--- config.mk ---
export PLATFORM = sky130hd
export DESIGN_NAME = tx_fifo_arbiter
export DESIGN_NICKNAME = d
export VERILOG_FILES = /design/src/rtl/tx_fifo_arbiter.sv
export SDC_FILE = /design/constraint.sdc
export NUM_CORES = 1
export LEC_CHECK = 0
export CAP_MARGIN = 25
export CORE_MARGIN = 5
export CORE_UTILIZATION = 42
export DETAILED_ROUTE_END_ITERATION = 10
export PLACE_DENSITY = 0.75
export SLEW_MARGIN = 20
export SYNTH_ARGS = -nofsm -noshare
export SYNTH_HDL_FRONTEND = slang
export SYNTH_SLANG_ARGS = --single-unit
--- constraint.sdc ---
create_clock -name clk_i -period 1.2 [get_ports clk_i]
set_input_delay 0.24 -clock clk_i [delete_from_list [all_inputs] [get_ports clk_i]]
set_output_delay 0.24 -clock clk_i [all_outputs]
set_load 0.02 [all_outputs]
--- src/rtl/tx_fifo_arbiter.sv ---
// ============================================================================
// tx_fifo_arbiter: round-robin write-side scheduler feeding the TX FIFO.
// Revision: 1.0
// ============================================================================
`default_nettype none

module tx_fifo_arbiter #(
    parameter int DATA_WIDTH = 8
) (
    input  logic                    clk_i,
    input  logic                    rst_i,       // synchronous, active-low
    input  logic [DATA_WIDTH-1:0]   rf_data_i,
    input  logic                    rf_valid_i,
    input  logic [2*DATA_WIDTH-1:0] alu_data_i,
    input  logic                    alu_valid_i,
    input  logic                    fifo_full_i,
    input  logic                    clr_err_i,
    output logic [DATA_WIDTH-1:0]   fifo_wdata_o,
    output logic                    fifo_winc_o,
    output logic                    rf_pending_o,
    output logic                    alu_pending_o,
    output logic                    busy_o,
    output logic                    ovf_err_o
);

    localparam logic [1:0] S_IDLE        = 2'd0;
    localparam logic [1:0] S_SEND_RF     = 2'd1;
    localparam logic [1:0] S_SEND_ALU_LO = 2'd2;
    localparam logic [1:0] S_SEND_ALU_HI = 2'd3;

    localparam logic GRANT_RF  = 1'b0;
    localparam logic GRANT_ALU = 1'b1;

    logic [1:0]              state_q, state_d;
    logic                    last_grant_q, last_grant_d;
    logic [DATA_WIDTH-1:0]   rf_buf_q, rf_buf_d;
    logic [2*DATA_WIDTH-1:0] alu_buf_q, alu_buf_d;
    logic                    rf_pend_q, rf_pend_d;
    logic                    alu_pend_q, alu_pend_d;
    logic                    ovf_q, ovf_d;

    logic wr;
    logic rf_release, alu_release;
    logic rf_drop, alu_drop;

    assign wr          = (state_q != S_IDLE) && !fifo_full_i;
    assign rf_release  = wr && (state_q == S_SEND_RF);
    assign alu_release = wr && (state_q == S_SEND_ALU_HI);
    assign rf_drop     = rf_valid_i && rf_pend_q && !rf_release;
    assign alu_drop    = alu_valid_i && alu_pend_q && !alu_release;

    always_ff @(posedge clk_i) begin
        if (!rst_i) begin
            state_q      <= S_IDLE;
            last_grant_q <= GRANT_ALU;
            rf_buf_q     <= '0;
            alu_buf_q    <= '0;
            rf_pend_q    <= 1'b0;
            alu_pend_q   <= 1'b0;
            ovf_q        <= 1'b0;
        end else begin
            state_q      <= state_d;
            last_grant_q <= last_grant_d;
            rf_buf_q     <= rf_buf_d;
            alu_buf_q    <= alu_buf_d;
            rf_pend_q    <= rf_pend_d;
            alu_pend_q   <= alu_pend_d;
            ovf_q        <= ovf_d;
        end
    end

    always_comb begin
        state_d      = state_q;
        last_grant_d = last_grant_q;
        case (state_q)
            S_IDLE: begin
                if (rf_pend_q && (!alu_pend_q || last_grant_q == GRANT_ALU)) begin
                    state_d      = S_SEND_RF;
                    last_grant_d = GRANT_RF;
                end else if (alu_pend_q) begin
                    state_d      = S_SEND_ALU_LO;
                    last_grant_d = GRANT_ALU;
                end
            end
            S_SEND_RF:     if (wr) state_d = S_IDLE;
            S_SEND_ALU_LO: if (wr) state_d = S_SEND_ALU_HI;
            S_SEND_ALU_HI: if (wr) state_d = S_IDLE;
            default:       state_d = S_IDLE;
        endcase
    end

    // A strobe on the release edge reloads the buffer and keeps it pending.
    always_comb begin
        rf_buf_d   = rf_buf_q;
        rf_pend_d  = rf_pend_q;
        alu_buf_d  = alu_buf_q;
        alu_pend_d = alu_pend_q;
        if (rf_valid_i && !rf_drop) begin
            rf_buf_d  = rf_data_i;
            rf_pend_d = 1'b1;
        end else if (rf_release) begin
            rf_pend_d = 1'b0;
        end
        if (alu_valid_i && !alu_drop) begin
            alu_buf_d  = alu_data_i;
            alu_pend_d = 1'b1;
        end else if (alu_release) begin
            alu_pend_d = 1'b0;
        end
        if (rf_drop || alu_drop) begin
            ovf_d = 1'b1;
        end else if (clr_err_i) begin
            ovf_d = 1'b0;
        end else begin
            ovf_d = ovf_q;
        end
    end

    always_comb begin
        fifo_winc_o  = wr;
        fifo_wdata_o = '0;
        case (state_q)
            S_SEND_RF:     fifo_wdata_o = rf_buf_q;
            S_SEND_ALU_LO: fifo_wdata_o = alu_buf_q[DATA_WIDTH-1:0];
            S_SEND_ALU_HI: fifo_wdata_o = alu_buf_q[2*DATA_WIDTH-1:DATA_WIDTH];
            default:       fifo_wdata_o = '0;
        endcase
    end

    assign rf_pending_o  = rf_pend_q;
    assign alu_pending_o = alu_pend_q;
    assign busy_o        = (state_q != S_IDLE);
    assign ovf_err_o     = ovf_q;

endmodule

`default_nettype wire

==> results.json <==
{
  "outcome": "complete, but fails checks",
  "violations": "setup timing",
  "gr-usage-met3_pct": 4.54,
  "start_util_pct": 43.6,
  "row_count": 21,
  "crit_required_ns": 0.96,
  "grt_use_met2_pct": 28.7,
  "busiest_layer": "met2",
  "track_usage_pct": 17.1,
  "clock_skew_ns": 0.0152,
  "hold_violations": 0,
  "dp_slack_ns": -0.549,
  "timing.slew.headroom_pct": 85.9,
  "syn_to_final_growth_pct": 58.8,
  "diodes": 0,
  "layout-drive-gt1-share_pct": 32.9,
  "fmax_mhz": 601,
  "clk_pin_slew_worst_paths_ns": 0.10,
  "crit_path_start_kind": "flip-flop",
  "internal_power_uw": 1740,
  "synth_top_family_by_area": "multiplexers",
  "yosysUniqueCellTypes": 23,
  "cts_max_level": 2,
  "drv_cap": 0,
  "worst_slew_pin_slew_ns": 0.211,
  "yosys_warnings": 0,
  "syn-instance-count": 175,
  "whs_ns": 0.464,
  "die_w_um": 68.9,
  "vias": 1343,
  "grt_pass1_vias": 1334,
  "holdCritPathClass": "in -> reg",
  "nets": 268,
  "drc": 0,
  "p_comb_share_pct": 29.4,
  "cts_buffers": 5,
  "layout.cells.non_filler": 283,
  "met1_usage_pct": 20.6,
  "power_density_mw_per_mm2": 1050,
  "worstSetupPathType": "reg -> out",
  "die_height_um": 68.9,
  "hold_buffers": 0,
  "switching_share_pct": 28.0,
  "top_level_ports": 43,
  "grt_pass1_wl_um": 6000,
  "clk_path_buf_depth": 2,
  "rsz0062_at_grt": "true",
  "antenna_found_initial": 0,
  "layout_setup_ws_ns": -0.463,
  "synth_mux_area_share_pct": 22.7,
  "arrival_ns": 1.42,
  "final_cell_area_mm2": 0.00231,
  "syn_area_mm2": 0.00146,
  "postSynthAreaPerCell_um2": 8.32,
  "syn_nets": 205,
  "final_max_slew_viol_count": 0,
  "vdd_drop_max_uv": 764,
  "first_iter_violations": 97,
  "final_common_cell": "nand2_1",
  "clock-sinks": 30,
  "setup_viol_count_final": 37,
  "layout_common_cells": "nand2_1 (59), clkdlybuf4s50_1 (29), dfxtp_1 (28)",
  "routed_wl_um": 3780,
  "cts_root_buf": "clkbuf_4",
  "die-area_mm2": 0.00474,
  "grt-ovfl-total": 0,
  "switching_power_uw": 677,
  "synth_xor_xnor_area_share_pct": 0,
  "period_minus_slack_ns": 1.66,
  "wire_per_inst_um": 13.4,
  "coreArea_mm2": 0.00334,
  "yosys_register_bits": 30,
  "dp_cells": 266,
  "ys_seq_area_share_pct": 41.3,
  "synth_compound_area_share_pct": 7.57,
  "placed_area_mm2": 0.00205,
  "grt_max_degree": 55,
  "fin_crit_sh_pct": 139,
  "cts_tree": "yes",
  "end_kind": "output pin",
  "p_leak_uw": 0.000993,
  "firstDrtPassIters": 4,
  "place_hpwl_um": 2440,
  "yosys.area_share.adder_pct": 0,
  "pwr-share-clk_pct": 24.4,
  "synth-simple-area-share_pct": 22.6,
  "worst-path-max-fanout": 5,
  "clock_latency_ns": 0.32,
  "ant_nets": 0,
  "gp_congestion": 0.941,
  "seqPwrFrac_pct": 46.2,
  "vias_per_cell": 4.75,
  "numPortBuffers": 42
}
[worst max-delay path, cell delays in order (launching register included)]
cell	delay, ns
dfxtp_4	0.39
buf_6	0.14
mux2_4	0.31
nand2_2	0.07
o21ai_2	0.06
buf_6	0.13
[worst paths after layout]
check                     from              end  slack (ns)  cells past startpoint
setup / recovery    state_q[0]  fifo_wdata_o[6]       -0.46                      5
hold / removal    rf_data_i[2]      rf_buf_q[2]        0.46                      3
setup reg to reg    state_q[0]      rf_buf_q[6]       -0.45                      6
hold reg to reg    rf_buf_q[0]      rf_buf_q[0]        0.46                      2
[synth_stat cells]
cell type   n  share of area (%)
nand2_1    66                 17
dfxtp_1    30                 41
mux2i_1    24                 17
o21ai_0     9                3.1
clkbuf_1    8                2.1
mux2_2      8                6.2
a21oi_1     3                1.0
inv_1       3               0.77
nand2b_1    3                1.3
nor2b_1     3                1.3
a21boi_0    2                1.0
a32oi_1     2                1.2
buf_2       2               0.69
nand3b_1    2                1.0
nor2_1      2               0.52
a21boi_2    1               0.77
a31oi_1     1               0.43
buf_4       1               0.52
buf_6       1               0.77
buf_8       1                1.0
nand3_1     1               0.34
nor3_1      1               0.34
or3b_4      1               0.77
[cells by family (layout without fill, tap and decap cells)]
family	count (synthesis)	after routing
simple gates	79	79
mux	32	32
compound gates	18	18
flops	30	30
buf+inv	16	78
[layout make-up]
cell class / count / area [um2]
sequential: 30 / 608
timing repair buffer: 69 / 713
clock buffer: 6 / 51.3
fill: 271 / 1030
inverter: 3 / 11.3
tap: 46 / 57.6
multi-input combinational: 129 / 870
[metal layers]
layer  wire length, um  vias to the layer above
met5                 0                        -
met4                40                        0
met3               177                        2
met2              1860                       28
met1              1700                      610
li1                  -                      703
[power groups by stage]
stage / logic (uW) / clock network, uW / registers (uW)
global placement: 548 / 0 / 1150
CTS: 712 / 595 / 1110
detailed placement: 562 / 0 / 1150
floorplan: 315 / 0 / 1130
global route: 762 / 647 / 1130
finish: 710 / 589 / 1120
[metrics by stage]
step	setup TNS, ns	utilization, %	power, uW
5_1_grt	-15.87	69.3	2530
4_1_cts	-12.39	69.5	2420
2_1_floorplan	-0.185	-	1450
3_3_place_gp	-17.37	61.6	1690
3_5_place_dp	-18.74	61.6	1710
6_report	-12.71	69.3	2420
[timing repair]
action                     4_1_cts  5_1_grt
resized for setup               97        4
cloned                           1        0
setup endpoints to repair       40       40
buffers inserted                 9        1
hold endpoints to repair         0        0
pin swaps                       11        2
[sequential cells by signal, summed over array words and instances (netlist names)]
name / count
alu_buf_q: 16
rf_buf_q: 8
state_q: 2
alu_pending_o: 1
last_grant_q: 1
ovf_err_o: 1
rf_pending_o: 1
No activity file was read; power rests on OpenSTA's default activity.
